**src/rtl/control_unit_mc_v2_if.sv**
```systemverilog
// Control bundle between the multicycle control unit and its datapath.
//   master : control unit side (drives mem_req and every datapath control)
//   slave  : datapath/memory side (drives instruction and mem_ready)
// Signals:
//   instruction  IR contents            mem_ready    access completes this cycle
//   mem_req      memory request         PC*/ALU*/Load*/WriteReg/MemToReg/...
//   EPCWrite/CauseWrite/cause  exception capture   halted/state  status, debug
interface control_unit_mc_v2_if;
  logic [31:0] instruction;
  logic        mem_ready;
  logic        mem_req;
  logic        PCWrite;
  logic        PCWriteCond;
  logic [1:0]  PCSrc;
  logic        ALUSrcA;
  logic [1:0]  ALUSrcB;
  logic [2:0]  ALUFunct;
  logic        LoadIR;
  logic        LoadRegA;
  logic        LoadRegB;
  logic        LoadALUOut;
  logic        LoadMDR;
  logic        WriteReg;
  logic [2:0]  MemToReg;
  logic        DMemWrite;
  logic [1:0]  tam;
  logic [1:0]  BranchOp;
  logic [1:0]  ShiftControl;
  logic        EPCWrite;
  logic        CauseWrite;
  logic [1:0]  cause;
  logic        halted;
  logic [4:0]  state;

  modport master (
    input  instruction, mem_ready,
    output mem_req, PCWrite, PCWriteCond, PCSrc, ALUSrcA, ALUSrcB, ALUFunct,
           LoadIR, LoadRegA, LoadRegB, LoadALUOut, LoadMDR, WriteReg, MemToReg,
           DMemWrite, tam, BranchOp, ShiftControl, EPCWrite, CauseWrite, cause,
           halted, state
  );

  modport slave (
    output instruction, mem_ready,
    input  mem_req, PCWrite, PCWriteCond, PCSrc, ALUSrcA, ALUSrcB, ALUFunct,
           LoadIR, LoadRegA, LoadRegB, LoadALUOut, LoadMDR, WriteReg, MemToReg,
           DMemWrite, tam, BranchOp, ShiftControl, EPCWrite, CauseWrite, cause,
           halted, state
  );
endinterface

```
**src/rtl/control_unit_mc_v2.sv**
```systemverilog
// Multicycle RISC-V control FSM with variable-latency memory handshake,
// bus timeout, precise exceptions and a sticky halt state.
// Ports:
//   clk    system clock, rising edge
//   rst_n  asynchronous active-low reset
//   bus    control_unit_mc_v2_if.master: instruction/mem_ready in, full
//          datapath control bundle, exception capture and status out
// Outputs are decoded from the current state (memory states also look at
// mem_ready), so reset forces every output to 0 immediately.
//
// state    | code | meaning
// RST      |  0   | reset, all outputs idle
// FETCH    |  1   | instruction fetch, PC <= PC+4 on completion
// DECODE   |  2   | read A/B, ALUOut <= PC+offset, dispatch
// ADD/SUB/AND | 3/4/5 | R-type ALU op into ALUOut
// SLT      |  6   | set-less-than, register operand, write back
// ADDR     |  7   | rs1+imm (addi / load-store address)
// SHIFT    |  8   | shifter write back
// SLTI     |  9   | set-less-than, immediate operand, write back
// LUI      | 10   | immediate write back
// BR       | 11   | conditional branch
// LINK     | 12   | rd <= PC (jal/jalr)
// MEM_RD   | 13   | data read, wait for mem_ready
// MEM_WR   | 14   | data write, wait for mem_ready
// WB_ALU   | 15   | rd <= ALUOut
// WB_MEM   | 16   | rd <= MDR
// JALR_A   | 17   | ALUOut <= rs1+imm
// JUMP     | 18   | PC <= ALUOut
// EXC      | 19   | capture EPC/cause, PC <= vector
// HALT     | 20   | stopped until reset
module control_unit_mc_v2 #(
  parameter int TIMEOUT_CYCLES = 15,
  parameter int TIMEOUT_W      = 4,
  parameter bit EXC_ENABLE     = 1'b1
) (
  input logic clk,
  input logic rst_n,
  control_unit_mc_v2_if.master bus
);

  typedef enum logic [4:0] {
    S_RST = 5'd0, S_FETCH = 5'd1, S_DECODE = 5'd2, S_ADD = 5'd3, S_SUB = 5'd4,
    S_AND = 5'd5, S_SLT = 5'd6, S_ADDR = 5'd7, S_SHIFT = 5'd8, S_SLTI = 5'd9,
    S_LUI = 5'd10, S_BR = 5'd11, S_LINK = 5'd12, S_MEM_RD = 5'd13,
    S_MEM_WR = 5'd14, S_WB_ALU = 5'd15, S_WB_MEM = 5'd16, S_JALR_A = 5'd17,
    S_JUMP = 5'd18, S_EXC = 5'd19, S_HALT = 5'd20
  } state_t;

  localparam logic [TIMEOUT_W-1:0] WAIT_LAST = TIMEOUT_W'(TIMEOUT_CYCLES - 1);
  localparam state_t S_TRAP = EXC_ENABLE ? S_EXC : S_HALT;

  state_t               st, st_nxt;
  logic [TIMEOUT_W-1:0] wait_cnt;
  logic [1:0]           cause_q, cause_nxt;
  logic                 mem_state, mem_wait, timeout;

  logic [6:0] opcode;
  logic [2:0] f3;
  logic [6:0] f7;
  logic [5:0] imm_hi;

  assign opcode = bus.instruction[6:0];
  assign f3     = bus.instruction[14:12];
  assign f7     = bus.instruction[31:25];
  assign imm_hi = bus.instruction[31:26];

  assign mem_state = (st == S_FETCH) || (st == S_MEM_RD) || (st == S_MEM_WR);
  assign mem_wait  = mem_state && !bus.mem_ready;
  // The counter holds the number of waits already seen, so the wait cycle
  // that finds it at TIMEOUT_CYCLES-1 is the last one tolerated.
  assign timeout   = mem_wait && (wait_cnt == WAIT_LAST);

  always_ff @(posedge clk or negedge rst_n) begin
    if (!rst_n) begin
      st       <= S_RST;
      wait_cnt <= '0;
      cause_q  <= 2'd0;
    end else begin
      st      <= st_nxt;
      cause_q <= cause_nxt;
      if (st_nxt != st)
        wait_cnt <= '0;
      else if (mem_wait)
        wait_cnt <= wait_cnt + 1'b1;
    end
  end

  always_comb begin
    st_nxt           = st;
    cause_nxt        = cause_q;
    bus.mem_req      = 1'b0;
    bus.PCWrite      = 1'b0;
    bus.PCWriteCond  = 1'b0;
    bus.PCSrc        = 2'b00;
    bus.ALUSrcA      = 1'b0;
    bus.ALUSrcB      = 2'b00;
    bus.ALUFunct     = 3'b000;
    bus.LoadIR       = 1'b0;
    bus.LoadRegA     = 1'b0;
    bus.LoadRegB     = 1'b0;
    bus.LoadALUOut   = 1'b0;
    bus.LoadMDR      = 1'b0;
    bus.WriteReg     = 1'b0;
    bus.MemToReg     = 3'd0;
    bus.DMemWrite    = 1'b0;
    bus.tam          = 2'b00;
    bus.BranchOp     = 2'b00;
    bus.ShiftControl = 2'b00;
    bus.EPCWrite     = 1'b0;
    bus.CauseWrite   = 1'b0;
    bus.cause        = 2'd0;
    bus.halted       = 1'b0;

    case (st)
      S_RST: st_nxt = S_FETCH;

      S_FETCH: begin
        bus.mem_req = 1'b1;
        if (bus.mem_ready) begin
          bus.LoadIR   = 1'b1;
          bus.PCWrite  = 1'b1;
          bus.ALUSrcB  = 2'b01;
          bus.ALUFunct = 3'b001;
          st_nxt       = S_DECODE;
        end else if (timeout) begin
          st_nxt    = S_TRAP;
          cause_nxt = 2'd1;
        end
      end

      S_DECODE: begin
        bus.LoadRegA   = 1'b1;
        bus.LoadRegB   = 1'b1;
        bus.LoadALUOut = 1'b1;
        bus.ALUSrcB    = 2'b11;
        bus.ALUFunct   = 3'b001;
        st_nxt         = S_TRAP;
        cause_nxt      = 2'd0;
        case (opcode)
          7'b0110011: begin
            if (f7 == 7'b0000000) begin
              case (f3)
                3'b000:  st_nxt = S_ADD;
                3'b111:  st_nxt = S_AND;
                3'b010:  st_nxt = S_SLT;
                default: st_nxt = S_TRAP;
              endcase
            end else if (f7 == 7'b0100000 && f3 == 3'b000) begin
              st_nxt = S_SUB;
            end
          end
          7'b0010011: begin
            case (f3)
              3'b000: st_nxt = S_ADDR;
              3'b001: st_nxt = S_SHIFT;
              3'b101: if (imm_hi == 6'b000000 || imm_hi == 6'b010000) st_nxt = S_SHIFT;
              3'b010: st_nxt = S_SLTI;
              default: st_nxt = S_TRAP;
            endcase
          end
          7'b0000011: st_nxt = S_ADDR;
          7'b0100011: begin
            if (f3 == 3'b111 || f3 == 3'b010 || f3 == 3'b001 || f3 == 3'b000)
              st_nxt = S_ADDR;
          end
          7'b0110111: st_nxt = S_LUI;
          7'b1100011: st_nxt = S_BR;
          7'b1100111: begin
            case (f3)
              3'b001, 3'b101, 3'b100: st_nxt = S_BR;
              3'b000:                 st_nxt = S_LINK;
              default:                st_nxt = S_TRAP;
            endcase
          end
          7'b1101111: st_nxt = S_LINK;
          7'b1110011: st_nxt = S_HALT;
          default:    st_nxt = S_TRAP;
        endcase
      end

      S_ADD, S_SUB, S_AND: begin
        bus.ALUSrcA    = 1'b1;
        bus.LoadALUOut = 1'b1;
        bus.ALUFunct   = (st == S_ADD) ? 3'b001 : (st == S_SUB) ? 3'b010 : 3'b011;
        st_nxt         = S_WB_ALU;
      end

      S_ADDR: begin
        bus.ALUSrcA    = 1'b1;
        bus.ALUSrcB    = 2'b10;
        bus.ALUFunct   = 3'b001;
        bus.LoadALUOut = 1'b1;
        case (opcode)
          7'b0000011: st_nxt = S_MEM_RD;
          7'b0100011: st_nxt = S_MEM_WR;
          default:    st_nxt = S_WB_ALU;
        endcase
      end

      S_MEM_RD: begin
        bus.mem_req = 1'b1;
        if (bus.mem_ready) begin
          bus.LoadMDR = 1'b1;
          st_nxt      = S_WB_MEM;
        end else if (timeout) begin
          st_nxt    = S_TRAP;
          cause_nxt = 2'd1;
        end
      end

      S_MEM_WR: begin
        bus.mem_req = 1'b1;
        case (f3)
          3'b000:  bus.tam = 2'b11;
          3'b001:  bus.tam = 2'b10;
          3'b010:  bus.tam = 2'b01;
          default: bus.tam = 2'b00;
        endcase
        if (bus.mem_ready) begin
          bus.DMemWrite = 1'b1;
          st_nxt        = S_FETCH;
        end else if (timeout) begin
          st_nxt    = S_TRAP;
          cause_nxt = 2'd1;
        end else begin
          bus.DMemWrite = 1'b1;
        end
      end

      S_WB_ALU: begin
        bus.WriteReg = 1'b1;
        st_nxt       = S_FETCH;
      end

      S_WB_MEM: begin
        bus.WriteReg = 1'b1;
        bus.MemToReg = 3'd1;
        st_nxt       = S_FETCH;
      end

      S_LUI: begin
        bus.WriteReg = 1'b1;
        bus.MemToReg = 3'd2;
        st_nxt       = S_FETCH;
      end

      S_SHIFT: begin
        bus.WriteReg     = 1'b1;
        bus.MemToReg     = 3'd4;
        bus.ShiftControl = (f3 == 3'b001) ? 2'b00 : (imm_hi[4] ? 2'b10 : 2'b01);
        st_nxt           = S_FETCH;
      end

      S_SLT, S_SLTI: begin
        bus.ALUSrcA  = 1'b1;
        bus.ALUSrcB  = (st == S_SLTI) ? 2'b10 : 2'b00;
        bus.ALUFunct = 3'b010;
        bus.WriteReg = 1'b1;
        bus.MemToReg = 3'd5;
        st_nxt       = S_FETCH;
      end

      S_BR: begin
        bus.ALUSrcA     = 1'b1;
        bus.ALUFunct    = 3'b010;
        bus.PCWriteCond = 1'b1;
        bus.PCSrc       = 2'b01;
        if (opcode == 7'b1100111) begin
          case (f3)
            3'b001:  bus.BranchOp = 2'b01;
            3'b101:  bus.BranchOp = 2'b10;
            default: bus.BranchOp = 2'b11;
          endcase
        end
        st_nxt = S_FETCH;
      end

      S_LINK: begin
        bus.WriteReg = 1'b1;
        bus.MemToReg = 3'd3;
        st_nxt       = (opcode == 7'b1100111) ? S_JALR_A : S_JUMP;
      end

      S_JALR_A: begin
        bus.ALUSrcA    = 1'b1;
        bus.ALUSrcB    = 2'b10;
        bus.ALUFunct   = 3'b001;
        bus.LoadALUOut = 1'b1;
        st_nxt         = S_JUMP;
      end

      S_JUMP: begin
        bus.PCWrite = 1'b1;
        bus.PCSrc   = 2'b01;
        st_nxt      = S_FETCH;
      end

      S_EXC: begin
        bus.EPCWrite   = 1'b1;
        bus.CauseWrite = 1'b1;
        bus.cause      = cause_q;
        bus.PCWrite    = 1'b1;
        bus.PCSrc      = 2'b10;
        st_nxt         = S_FETCH;
      end

      S_HALT: bus.halted = 1'b1;

      default: st_nxt = S_RST;
    endcase
  end

  assign bus.state = st;

endmodule
```
**src/flat_wrapper.sv**
```systemverilog
// flat-port wrapper written by rule: the top's interface ports become plain ports
module control_unit_mc_v2_flat 
#(
  parameter int TIMEOUT_CYCLES = 15,
  parameter int TIMEOUT_W      = 4,
  parameter bit EXC_ENABLE     = 1'b1
)
  (clk, rst_n, bus_instruction, bus_mem_ready, bus_mem_req, bus_PCWrite, bus_PCWriteCond, bus_PCSrc, bus_ALUSrcA, bus_ALUSrcB, bus_ALUFunct, bus_LoadIR, bus_LoadRegA, bus_LoadRegB, bus_LoadALUOut, bus_LoadMDR, bus_WriteReg, bus_MemToReg, bus_DMemWrite, bus_tam, bus_BranchOp, bus_ShiftControl, bus_EPCWrite, bus_CauseWrite, bus_cause, bus_halted, bus_state);
  control_unit_mc_v2_if bus_i ();
  input logic clk;
  input logic rst_n;
  input wire logic [$bits(bus_i.instruction)-1:0] bus_instruction;
  input wire logic [$bits(bus_i.mem_ready)-1:0] bus_mem_ready;
  output wire logic [$bits(bus_i.mem_req)-1:0] bus_mem_req;
  output wire logic [$bits(bus_i.PCWrite)-1:0] bus_PCWrite;
  output wire logic [$bits(bus_i.PCWriteCond)-1:0] bus_PCWriteCond;
  output wire logic [$bits(bus_i.PCSrc)-1:0] bus_PCSrc;
  output wire logic [$bits(bus_i.ALUSrcA)-1:0] bus_ALUSrcA;
  output wire logic [$bits(bus_i.ALUSrcB)-1:0] bus_ALUSrcB;
  output wire logic [$bits(bus_i.ALUFunct)-1:0] bus_ALUFunct;
  output wire logic [$bits(bus_i.LoadIR)-1:0] bus_LoadIR;
  output wire logic [$bits(bus_i.LoadRegA)-1:0] bus_LoadRegA;
  output wire logic [$bits(bus_i.LoadRegB)-1:0] bus_LoadRegB;
  output wire logic [$bits(bus_i.LoadALUOut)-1:0] bus_LoadALUOut;
  output wire logic [$bits(bus_i.LoadMDR)-1:0] bus_LoadMDR;
  output wire logic [$bits(bus_i.WriteReg)-1:0] bus_WriteReg;
  output wire logic [$bits(bus_i.MemToReg)-1:0] bus_MemToReg;
  output wire logic [$bits(bus_i.DMemWrite)-1:0] bus_DMemWrite;
  output wire logic [$bits(bus_i.tam)-1:0] bus_tam;
  output wire logic [$bits(bus_i.BranchOp)-1:0] bus_BranchOp;
  output wire logic [$bits(bus_i.ShiftControl)-1:0] bus_ShiftControl;
  output wire logic [$bits(bus_i.EPCWrite)-1:0] bus_EPCWrite;
  output wire logic [$bits(bus_i.CauseWrite)-1:0] bus_CauseWrite;
  output wire logic [$bits(bus_i.cause)-1:0] bus_cause;
  output wire logic [$bits(bus_i.halted)-1:0] bus_halted;
  output wire logic [$bits(bus_i.state)-1:0] bus_state;
  assign bus_i.instruction = bus_instruction;
  assign bus_i.mem_ready = bus_mem_ready;
  assign bus_mem_req = bus_i.mem_req;
  assign bus_PCWrite = bus_i.PCWrite;
  assign bus_PCWriteCond = bus_i.PCWriteCond;
  assign bus_PCSrc = bus_i.PCSrc;
  assign bus_ALUSrcA = bus_i.ALUSrcA;
  assign bus_ALUSrcB = bus_i.ALUSrcB;
  assign bus_ALUFunct = bus_i.ALUFunct;
  assign bus_LoadIR = bus_i.LoadIR;
  assign bus_LoadRegA = bus_i.LoadRegA;
  assign bus_LoadRegB = bus_i.LoadRegB;
  assign bus_LoadALUOut = bus_i.LoadALUOut;
  assign bus_LoadMDR = bus_i.LoadMDR;
  assign bus_WriteReg = bus_i.WriteReg;
  assign bus_MemToReg = bus_i.MemToReg;
  assign bus_DMemWrite = bus_i.DMemWrite;
  assign bus_tam = bus_i.tam;
  assign bus_BranchOp = bus_i.BranchOp;
  assign bus_ShiftControl = bus_i.ShiftControl;
  assign bus_EPCWrite = bus_i.EPCWrite;
  assign bus_CauseWrite = bus_i.CauseWrite;
  assign bus_cause = bus_i.cause;
  assign bus_halted = bus_i.halted;
  assign bus_state = bus_i.state;
  control_unit_mc_v2 #(.TIMEOUT_CYCLES(TIMEOUT_CYCLES), .TIMEOUT_W(TIMEOUT_W), .EXC_ENABLE(EXC_ENABLE)) u_core (.clk(clk), .rst_n(rst_n), .bus(bus_i));
endmodule
```
**config.mk**
```make
export PLATFORM = sky130hd
export DESIGN_NAME = control_unit_mc_v2_flat
export DESIGN_NICKNAME = d
export VERILOG_FILES = /design/src/rtl/control_unit_mc_v2_if.sv /design/src/rtl/control_unit_mc_v2.sv /design/src/flat_wrapper.sv
export SDC_FILE = /design/constraint.sdc
export NUM_CORES = 1
export LEC_CHECK = 0
export CORE_MARGIN = 5
export CORE_UTILIZATION = 45
export CTS_BUF_LIST = sky130_fd_sc_hd__clkbuf_8
export CTS_CLUSTER_DIAMETER = 40
export CTS_CLUSTER_SIZE = 12
export DETAILED_ROUTE_END_ITERATION = 8
export GPL_TIMING_DRIVEN = 1
export PLACE_DENSITY = 0.83
export SLEW_MARGIN = 10
export SYNTH_ARGS = -nofsm -noshare
export SYNTH_HDL_FRONTEND = slang
export SYNTH_SLANG_ARGS = --single-unit
export TNS_END_PERCENT = 10
```
**constraint.sdc**
```tcl
create_clock -name clk -period 2.2 [get_ports clk]
set_input_delay 0.44 -clock clk [delete_from_list [all_inputs] [get_ports clk]]
set_output_delay 0.44 -clock clk [all_outputs]
set_load 0.02 [all_outputs]
```
# Word level (Yosys, flattened, before mapping)
# Index checks and enable logic that the tools add are counted.
[word_totals]
ram_bits = 0
wordCells = 127
input_bits = 35
latchBits = 0
out_inout_bits = 37
ff_bits = 11
mem_count = 0
mem_bits_ro = 0
[classes]
n_div = 0
shifts = 0
n_mux = 53
add_sub_neg = 1
magnitude_cmp = 0
n_bitwise = 0
mul = 0
n_reduce_logical = 30
n_eq_ne = 40
[op_table]
columns = ["op", "n"]
rows = [
  ["5-bit case mux with 10 select lines", 1],
  ["5-bit case mux with 9 select lines", 1],
  ["5-bit by 4-bit == test with 1-bit output, second input constant", 8],
  ["5-bit two-way mux", 8],
  ["7-bit by 6-bit == test with 1-bit output, second input constant", 4],
  ["7-bit == test, second input constant", 4],
  ["5-bit == test, second input constant", 5],
  ["2-bit two-way mux", 11],
  ["5-bit by 3-bit == test with 1-bit output, second input constant", 4],
  ["5-bit case mux with 4 select lines", 1],
  ["1-bit two-way mux", 17],
  ["2-bit case mux with 2 select lines", 4],
  ["3-bit case mux with 5 select lines", 1],
  ["5-bit case mux with 3 select lines", 1],
  ["3-bit OR reduction", 5],
  ["3-bit case mux with 4 select lines", 1],
  ["5-bit by 2-bit == test with 1-bit output, second input constant", 2],
  ["5-bit case mux with 2 select lines", 1],
  ["10-bit OR reduction", 1],
  ["3-bit == test, second input constant", 3],
  ["4-bit two-way mux", 2],
  ["2-bit case mux with 4 select lines", 1],
  ["2-bit OR reduction", 4],
  ["8-bit OR reduction", 1],
  ["other kinds (25)", 33],
]

# Longest topological paths before layout
# Gate-level depths: netlist of the first run.
[depth]
word_depth = 10
mapped_depth = 9
depth_no_buf = 9

# Least setup slack after synthesis of the first run
# No wires, ideal clock.
[synth_timing]
path_type = "input-to-output"
startpoint = "input port bus_instruction[4]"
endpoint = "output port bus_BranchOp[0]"
t_arrival_ns = 2.317
n_path_buf = 1
setup_slack_ns = -0.557
path_stages = 4
required_ns = 1.760
cell_sequence = "buf_2 > nand2b_1 > or4_4 > a2111oi_0"
[synth_via]
elab_chain_cells = 3
[synth_rtl]
columns = ["element", "line", "rtl"]
rows = [
  ["start, declared", "flat_wrapper.sv:12", "input wire logic [$bits(bus_i.instruction)-1:0] bus_instruction;"],
  ["7-bit == test", "control_unit_mc_v2.sv:268", "if (opcode == 7'b1100111) begin"],
  ["2-bit two-way mux", "control_unit_mc_v2.sv:268", ""],
  ["2-bit two-way mux", "control_unit_mc_v2.sv:114", "case (st)"],
  ["end, declared", "flat_wrapper.sv:30", "output wire logic [$bits(bus_i.BranchOp)-1:0] bus_BranchOp;"],
]
# No other way between the ends.

# Worst setup path after layout of the first run
[layout_timing]
startpoint = "register u_core.st[4] (netlist: u_core.bus.state[4])"
endpoint = "register u_core.wait_cnt[2]"
[layout_via]
elab_chain_cells = 10
word_cells_on_any_way = 35
classes_between = "eq/ne: 21; mux: 6; reduce/logical: 8"
[layout_rtl]
columns = ["element", "line", "rtl"]
rows = [
  ["start, declared", "control_unit_mc_v2.sv:52", "state_t st, st_nxt;"],
  ["start signal, assigned", "control_unit_mc_v2.sv:79", "st <= st_nxt;"],
  ["5-bit by 1-bit == test with 1-bit output / 5-bit by 4-bit == test with 1-bit output (equally long branches)", "control_unit_mc_v2.sv:67, control_unit_mc_v2.sv:114", ""],
  ["1-bit logical OR (2 in series)", "control_unit_mc_v2.sv:67", "assign mem_state = (st == S_FETCH) || (st == S_MEM_RD) || (st == S_MEM_WR);"],
  ["1-bit logical AND", "control_unit_mc_v2.sv:68", "assign mem_wait = mem_state && !bus.mem_ready;"],
  ["1-bit logical AND", "control_unit_mc_v2.sv:71", "assign timeout = mem_wait && (wait_cnt == WAIT_LAST);"],
  ["5-bit two-way mux", "control_unit_mc_v2.sv:125, control_unit_mc_v2.sv:205, control_unit_mc_v2.sv:222", ""],
  ["5-bit two-way mux, on equally long branches", "control_unit_mc_v2.sv:219, control_unit_mc_v2.sv:119, control_unit_mc_v2.sv:202", ""],
  ["5-bit case mux with 10 select lines", "control_unit_mc_v2.sv:114", ""],
  ["5-bit inequality test", "control_unit_mc_v2.sv:81", "if (st_nxt != st)"],
  ["4-bit two-way mux / 2-bit nonzero test (equally long branches)", "--", ""],
  ["end signal, assigned", "control_unit_mc_v2.sv:84", "wait_cnt <= wait_cnt + 1'b1;"],
  ["end, declared", "control_unit_mc_v2.sv:53", "logic [TIMEOUT_W-1:0] wait_cnt;"],
]
# Several ways; a longest one is shown, not always the timed one.
# A chain may end at the register's enable or synchronous reset.

==> metrics, run 1 <==
mapped cell area 1820 µm²; post-route cell area around 3300 µm²; initial antenna violation count 0; fill cell count between 200 and 250; Skew-Pair Late Insertion Delay roughly 0.24 ns; wire per inst between 20 and 25 µm; Area Overhead vs Synth 79.3%; Worst-Margin Slew ~0.51 ns; I/O pin total 72; Clock Tree Buf Depth 2; clock root buffer clkbuf_8; Slew headroom about two thirds; DRT antenna net count 0; final setup vio count 13; Fmax 0.391 GHz; Yosys Warn Count 0; Hold Buf Count CTS 0; CP max FO 5; first-pass GRT wire length between 10000 and 15000 µm; leakage power between 1.5 and 2 nW; Synth cell types 64; via count ~3000; period utilisation layout 116%; max cap viols 0; class of the most critical setup path flop to flop; Setup crit end kind flop; FF-to-FF path depth 10; CP arrival 2.72 ns; worst-case vdd ir drop between 0.0004 and 0.0005 V; endpoints failing hold 0; Reg-to-Reg Start u_core.bus.state[4]$_DFF_PN0_; minimum clock period 2.56 ns; PortBufs 54; Clock Skew between 0.005 and 0.006 ns; pwr dens approximately 1100 nW/µm²; area post-placement between 2000 and 3000 µm²; core area 3970 µm²; WP data required about 2.4 ns; layout cells sized above 1 between 40% and 50%; worst slack at placement -0.813 ns; RSZ-0062 raised after global routing true; die area approximately 5400 µm²; Post-DP HPWL 5420 µm; routed vias/inst 6.53; largest net degree at the start of global routing 16; WL final between 9000 and 10000 µm; Post-synth EDFFs 0; Reg clk slew, reported paths approximately 0.060 ns; GPL Wtd Cong 0.942; Fin Hold WS roughly 0.53 ns; total CTS buffers 3; diodes inserted 0; Total Routing Usage GR 27.5%; Pre-Repair DR Iteration Count 6; Most used DFF post-synth dfrtp_1; gr ovfl total 0; CTS tree yes; post-synthesis async set-or-reset flop share between 90% and 100%; flop and latch count out of synthesis 10; Nets 441; Rows 23; DRC Markers 0; status finished with violations; Post-Syn Instances 273; Die Span Y between 70 and 80 µm; drt initial violations ~440; Initial Util approximately 46%; Die W between 70 and 80 µm; Synth Area per Inst roughly 6.7 µm²; Worst R2R End u_core.wait_cnt[2]$_DFFE_PN0P_; vias in the first global route roughly 2600; CTS Sinks 10; violated checks setup timing; worst setup margin -0.355 ns; register area share after synthesis ~14%; Slew Viols, Final 0; number of H-tree levels 1; # placed instances 437; Finished Layout Cells ~450; Startpoint Class flop; reg2reg setup slack -0.36 ns; HP Class input port to async pin
placed cells by master, fill, tap and decap left out, types with 6 or more instances in the layout:
cell type,n
a21o_1,6
a21oi_1,16
buf_2,6
buf_4,95
clkbuf_2,14
clkdlybuf4s50_1,14
dfrtp_1,8
dlygate4sd2_1,6
inv_1,7
nand2_1,19
nand2b_1,7
nand3_1,7
nor2_1,35
nor2_2,8
nor3_1,6
o21ai_0,8
o21ai_1,6
xnor2_1,6
logic make-up after synthesis:
group                    count (synthesis)  share of synthesized area, %
flip-flops                              10                          13.8
AO/OA/AOI/OAI                           77                          29.6
other                                    1                         0.206
multiplexers                             1                         0.551
adder cells (fa/ha/maj)                  2                          1.38
AND/OR/NAND/NOR                        132                          38.8
buffers and inverters                   39                          10.4
XOR/XNOR                                11                          5.30
how the worst max path moves through the flow:
| stage | slack, ns | from | end | depth (start not counted) |
|---|---|---|---|---|
| global route | -0.56 | u_core.bus.state[3]$_DFF_PN0_ | u_core.wait_cnt[1]$_DFFE_PN0P_ | 11 |
| CTS | -0.14 | bus_instruction[14] | u_core.wait_cnt[0]$_DFFE_PN0P_ | 10 |
| finish | -0.36 | u_core.bus.state[4]$_DFF_PN0_ | u_core.wait_cnt[2]$_DFFE_PN0P_ | 10 |
| detailed placement | -0.81 | bus_instruction[0] | bus_BranchOp[0] | 5 |
| floorplan | -0.09 | u_core.bus.state[1]$_DFF_PN0_ | bus_ALUSrcB[0] | 6 |
| global placement | -0.77 | bus_instruction[1] | bus_BranchOp[0] | 5 |
what timing repair did:
action                     4_1_cts  5_1_grt
pin swaps                       10       11
setup endpoints to repair       36       30
resized for setup               95       74
setup buffers                    2       11
worst max-delay path, cell delays in order (launching register included):
cell and delay, ns:
dfrtp_2 0.45, buf_4 0.15, buf_4 0.15, xor2_1 0.29, nand2b_1 0.15, a222oi_1 0.52
buf_4 0.22, o31ai_1 0.11, o211ai_4 0.11, o2111ai_4 0.18, nor2_1 0.14
flip-flops by register name, indices dropped and copies added (netlist names):
name and count:
u_core.bus.state 5, u_core.cause_q 1, u_core.wait_cnt 4
synthesized netlist by cell type, types with 4 or more instances:
cell type,number,area (µm²)
inv_1,8,30.0
inv_2,4,15.0
nand3_1,8,40.0
and3_1,4,25.0
nor3_1,10,50.1
nand2_1,21,78.8
o21ai_1,4,20.0
buf_4,7,52.6
a21oi_1,20,100
dfrtp_1,10,250
xor2_1,5,43.8
o21ai_0,10,50.1
xnor2_1,6,52.6
nor4_1,4,25.0
nand2b_1,10,62.6
nor2_1,42,158
clkbuf_1,10,37.5
nor2b_1,7,43.8
a21o_1,6,45.0
a32oi_1,4,35.0
a31oi_1,4,25.0
buf_2,7,35.0
routing by layer:
| metal | vias up | track usage, % | routed length, µm |
|---|---|---|---|
| li1 | 1256 | - | - |
| met2 | 279 | 49.9 | 4520 |
| met5 | - | 0 | 0 |
| met4 | 0 | 11.9 | 694 |
| met3 | 94 | 4.10 | 901 |
| met1 | 1330 | 31.4 | 3160 |
metrics by stage:
step / power, mW / utilization [%] / setup TNS, ns
2_1_floorplan: 1.81 / - / -0.396
3_3_place_gp: 2.94 / 74.5 / -8.60
3_5_place_dp: 3.01 / 74.5 / -9.60
4_1_cts: 3.25 / 77.2 / -0.701
5_1_grt: 3.88 / 82.0 / -4.07
6_report: 3.72 / 82.0 / -2.33
layout make-up:
type	count	area (µm²)	area share [%]
Inverter	12	45.0	1.38
Multi-Input combinational cell	225	1640	50.4
Clock buffer	4	55.1	1.69
Sequential cell	10	253	7.76
Timing Repair Buffer	152	1200	36.8
Tap cell	50	62.6	1.92
report_power, final:
part	switching [mW]	internal, mW	leakage [nW]
logic	1.80	1.39	1.36
clock network	0.0827	0.158	0.0288
registers	0.0601	0.233	0.129
total	1.94	1.78	1.52
Power figures use the tool's default switching activity.
==> run 2: changes to the inputs <==
--- a/config.mk
+++ b/config.mk
@@ -5,6 +5,7 @@
 export SDC_FILE = /design/constraint.sdc
 export NUM_CORES = 1
 export LEC_CHECK = 0
+export CORE_ASPECT_RATIO = 1.25
 export CORE_MARGIN = 5
 export CORE_UTILIZATION = 45
 export CTS_BUF_LIST = sky130_fd_sc_hd__clkbuf_8
==> run 2 against run 1 <==
Compared with the run above:
- the flow still finishes with violations (setup timing)
- flip-flop and latch count unchanged
- clock power decreased by 16%
- setup slack improved by 0.21 ns
- worst hold slack improved by 0.021 ns
- largest power group unchanged
- final cell count increased by 3.1%
- design area increased by 2.9%
- register-to-register slack improved by 0.21 ns
- first-iteration DRC count decreased by 9.7%
- critical path type unchanged
==> metrics, run 2 (synthesized netlist as in run 1, its figures left out) <==
status finished with violations (unchanged); violated checks setup timing (unchanged); layout cells sized above 1 45.5% (was 44.9%); WL final 9680 µm (was 9270 µm); first-pass GRT wire length 12300 µm (was 12000 µm); WP data required 2.36 ns (about the same); pwr dens 1150 nW/µm² (was 1140 nW/µm²); largest net degree at the start of global routing 17 (was 16); Reg clk slew, reported paths 0.06 ns (about the same); Slew Viols, Final 0 (unchanged); fill cell count 183 (was 224); Nets 452 (was 441); wire per inst 20.7 µm (was 20.5 µm); Clock Tree Buf Depth 2 (unchanged); most common cell after layout, fill and taps aside buf_4 (unchanged); area of the multi-input gates 1650 µm² (was 1640 µm²); Combinational Power Share 86.3% (was 85.7%); Skew-Pair Late Insertion Delay 0.25 ns (was 0.24 ns); class of the most critical setup path flop to flop (unchanged); I/O pin total 72 (unchanged); RSZ-0062 raised after global routing true (unchanged); Die W 66.8 µm (was 73.5 µm); Area Overhead vs Synth 84.5% (was 79.3%); number of H-tree levels 1 (unchanged); Pre-Repair DR Iteration Count 5 (was 6); sequential cell area 255 µm² (was 253 µm²); final setup vio count 17 (was 13); Slew headroom 63.5% (was 66.3%); die area 5420 µm² (was 5410 µm²); Worst-Margin Slew 0.546 ns (was 0.506 ns); Initial Util 47.2% (was 45.7%); vias in the first global route 2659 (was 2591); routed vias/inst 6.48 (was 6.53); CTS Sinks 10 (unchanged); minimum clock period 2.34 ns (was 2.56 ns); clock root buffer clkbuf_8 (unchanged); Pwr Total 3.86 mW (was 3.72 mW); CP arrival 2.51 ns (was 2.72 ns); worst setup margin -0.145 ns (was -0.355 ns); HP Class input port to async pin (unchanged); Fmax 0.427 GHz (was 0.391 GHz); max cap viols 0 (unchanged); reg2reg setup slack -0.14 ns (was -0.36 ns); net switching power 1.97 mW (was 1.94 mW); Reg power frac 8.4% (was 7.9%); DRT antenna net count 0 (unchanged); Sw Share 51.1% (was 52.2%); DRC Markers 0 (unchanged); most frequent cells in the layout 105 x buf_4, 37 x nor2_1, 18 x nand2_1 (was 95 x buf_4, 35 x nor2_1, 19 x nand2_1); Total Routing Usage GR 28.5% (was 27.5%); post-route cell area 3350 µm² (was 3260 µm²); Clk pwr share 5.2% (was 6.5%); Startpoint Class flop (unchanged); worst-case vdd ir drop 0.000594 V (was 0.000458 V); Rows 25 (was 23); total CTS buffers 3 (unchanged); Setup crit end kind flop (unchanged); max reg flops 5 (unchanged); Hold Buf Count CTS 0 (unchanged); initial antenna violation count 0 (unchanged); internal power 1.89 mW (was 1.78 mW); area post-placement 3010 µm² (was 2960 µm²); core area 3850 µm² (was 3970 µm²); CTS tree yes (unchanged); diodes inserted 0 (unchanged); leakage power 1.61 nW (was 1.52 nW); Die Span Y 81.0 µm (was 73.5 µm); endpoints failing hold 0 (unchanged); via count 3025 (was 2959); Post-DP HPWL 5500 µm (was 5420 µm); GPL Wtd Cong 0.914 (was 0.942); Clock Skew 0.0124 ns (was 0.00537 ns); PortBufs 54 (unchanged); gr ovfl total 0 (unchanged); period utilisation layout 107% (was 116%); CP max FO 8 (was 5); drt initial violations 400 (was 443)
[run 2: worst paths after layout]
| kind | startpoint | endpoint | cells after the start |
|---|---|---|---|
| max | u_core.bus.state[2]$_DFF_PN0_ | u_core.wait_cnt[1]$_DFFE_PN0P_ | 10 |
| min reg2reg | u_core.wait_cnt[2]$_DFFE_PN0P_ | u_core.wait_cnt[2]$_DFFE_PN0P_ | 2 |
| min in group clk | u_core.wait_cnt[2]$_DFFE_PN0P_ | u_core.wait_cnt[2]$_DFFE_PN0P_ | 2 |
| max in group asynchronous | rst_n | u_core.bus.state[3]$_DFF_PN0_ | 1 |
| max reg2reg | u_core.bus.state[2]$_DFF_PN0_ | u_core.wait_cnt[1]$_DFFE_PN0P_ | 10 |
| min | rst_n | u_core.bus.state[0]$_DFF_PN0_ | 1 |
[run 2: power by group through the flow]
stage	sequential, mW	combinational (mW)	clock (mW)
after floorplan	0.305	1.50	0
after CTS	0.353	2.68	0.188
after global placement	0.341	2.67	0
final	0.325	3.33	0.202
after global routing	0.330	3.50	0.209
after detailed placement	0.344	2.73	0
[run 2: repair_timing]
| item | CTS | global route |
|---|---|---|
| buffers inserted | 0 | 17 |
| endpoints found under the setup margin | 36 | 29 |
| resized for setup | 100 | 67 |
| pin swaps | 15 | 20 |
[run 2: critical path: stages, from the launching register on]
cell and delay (ns):
dfrtp_2 0.41, buf_4 0.18, buf_4 0.14, buf_4 0.12, nor4bb_1 0.36, a211oi_1 0.11
o22ai_1 0.27, xnor2_1 0.15, a21oi_2 0.21, o2111ai_4 0.19, nor2_1 0.13
[run 2: layout make-up]
type | instances | share of cell area, %
multi-input cells | 225 | 49.2
repair buffers | 163 | 38.6
inverters | 12 | 1.34
flip-flops and latches | 10 | 7.61
clock buffers | 3 | 1.23
well taps | 54 | 2.02
[run 2: per-layer routing]
layer | up-vias | share of wire (%) | global-route usage [%]
met5 | - | 0 | 0
li1 | 1272 | - | -
met2 | 277 | 49 | 54.5
met3 | 91 | 8.9 | 3.60
met4 | 0 | 7.7 | 15.0
met1 | 1385 | 34 | 29.6
[run 2: through the flow]
stage	TNS (ns)	utilization [%]	hold slack [ns]	std cells	setup slack [ns]
after floorplan	-0.396	-	0.144	274	-0.0918
after global placement	-9.98	78.1	0.509	448	-0.755
after detailed placement	-11.19	78.1	0.515	448	-0.868
after CTS	-0.507	80.6	0.527	451	-0.178
after global routing	-2.33	87.1	0.579	467	-0.217
final	-1.19	87.1	0.548	467	-0.145
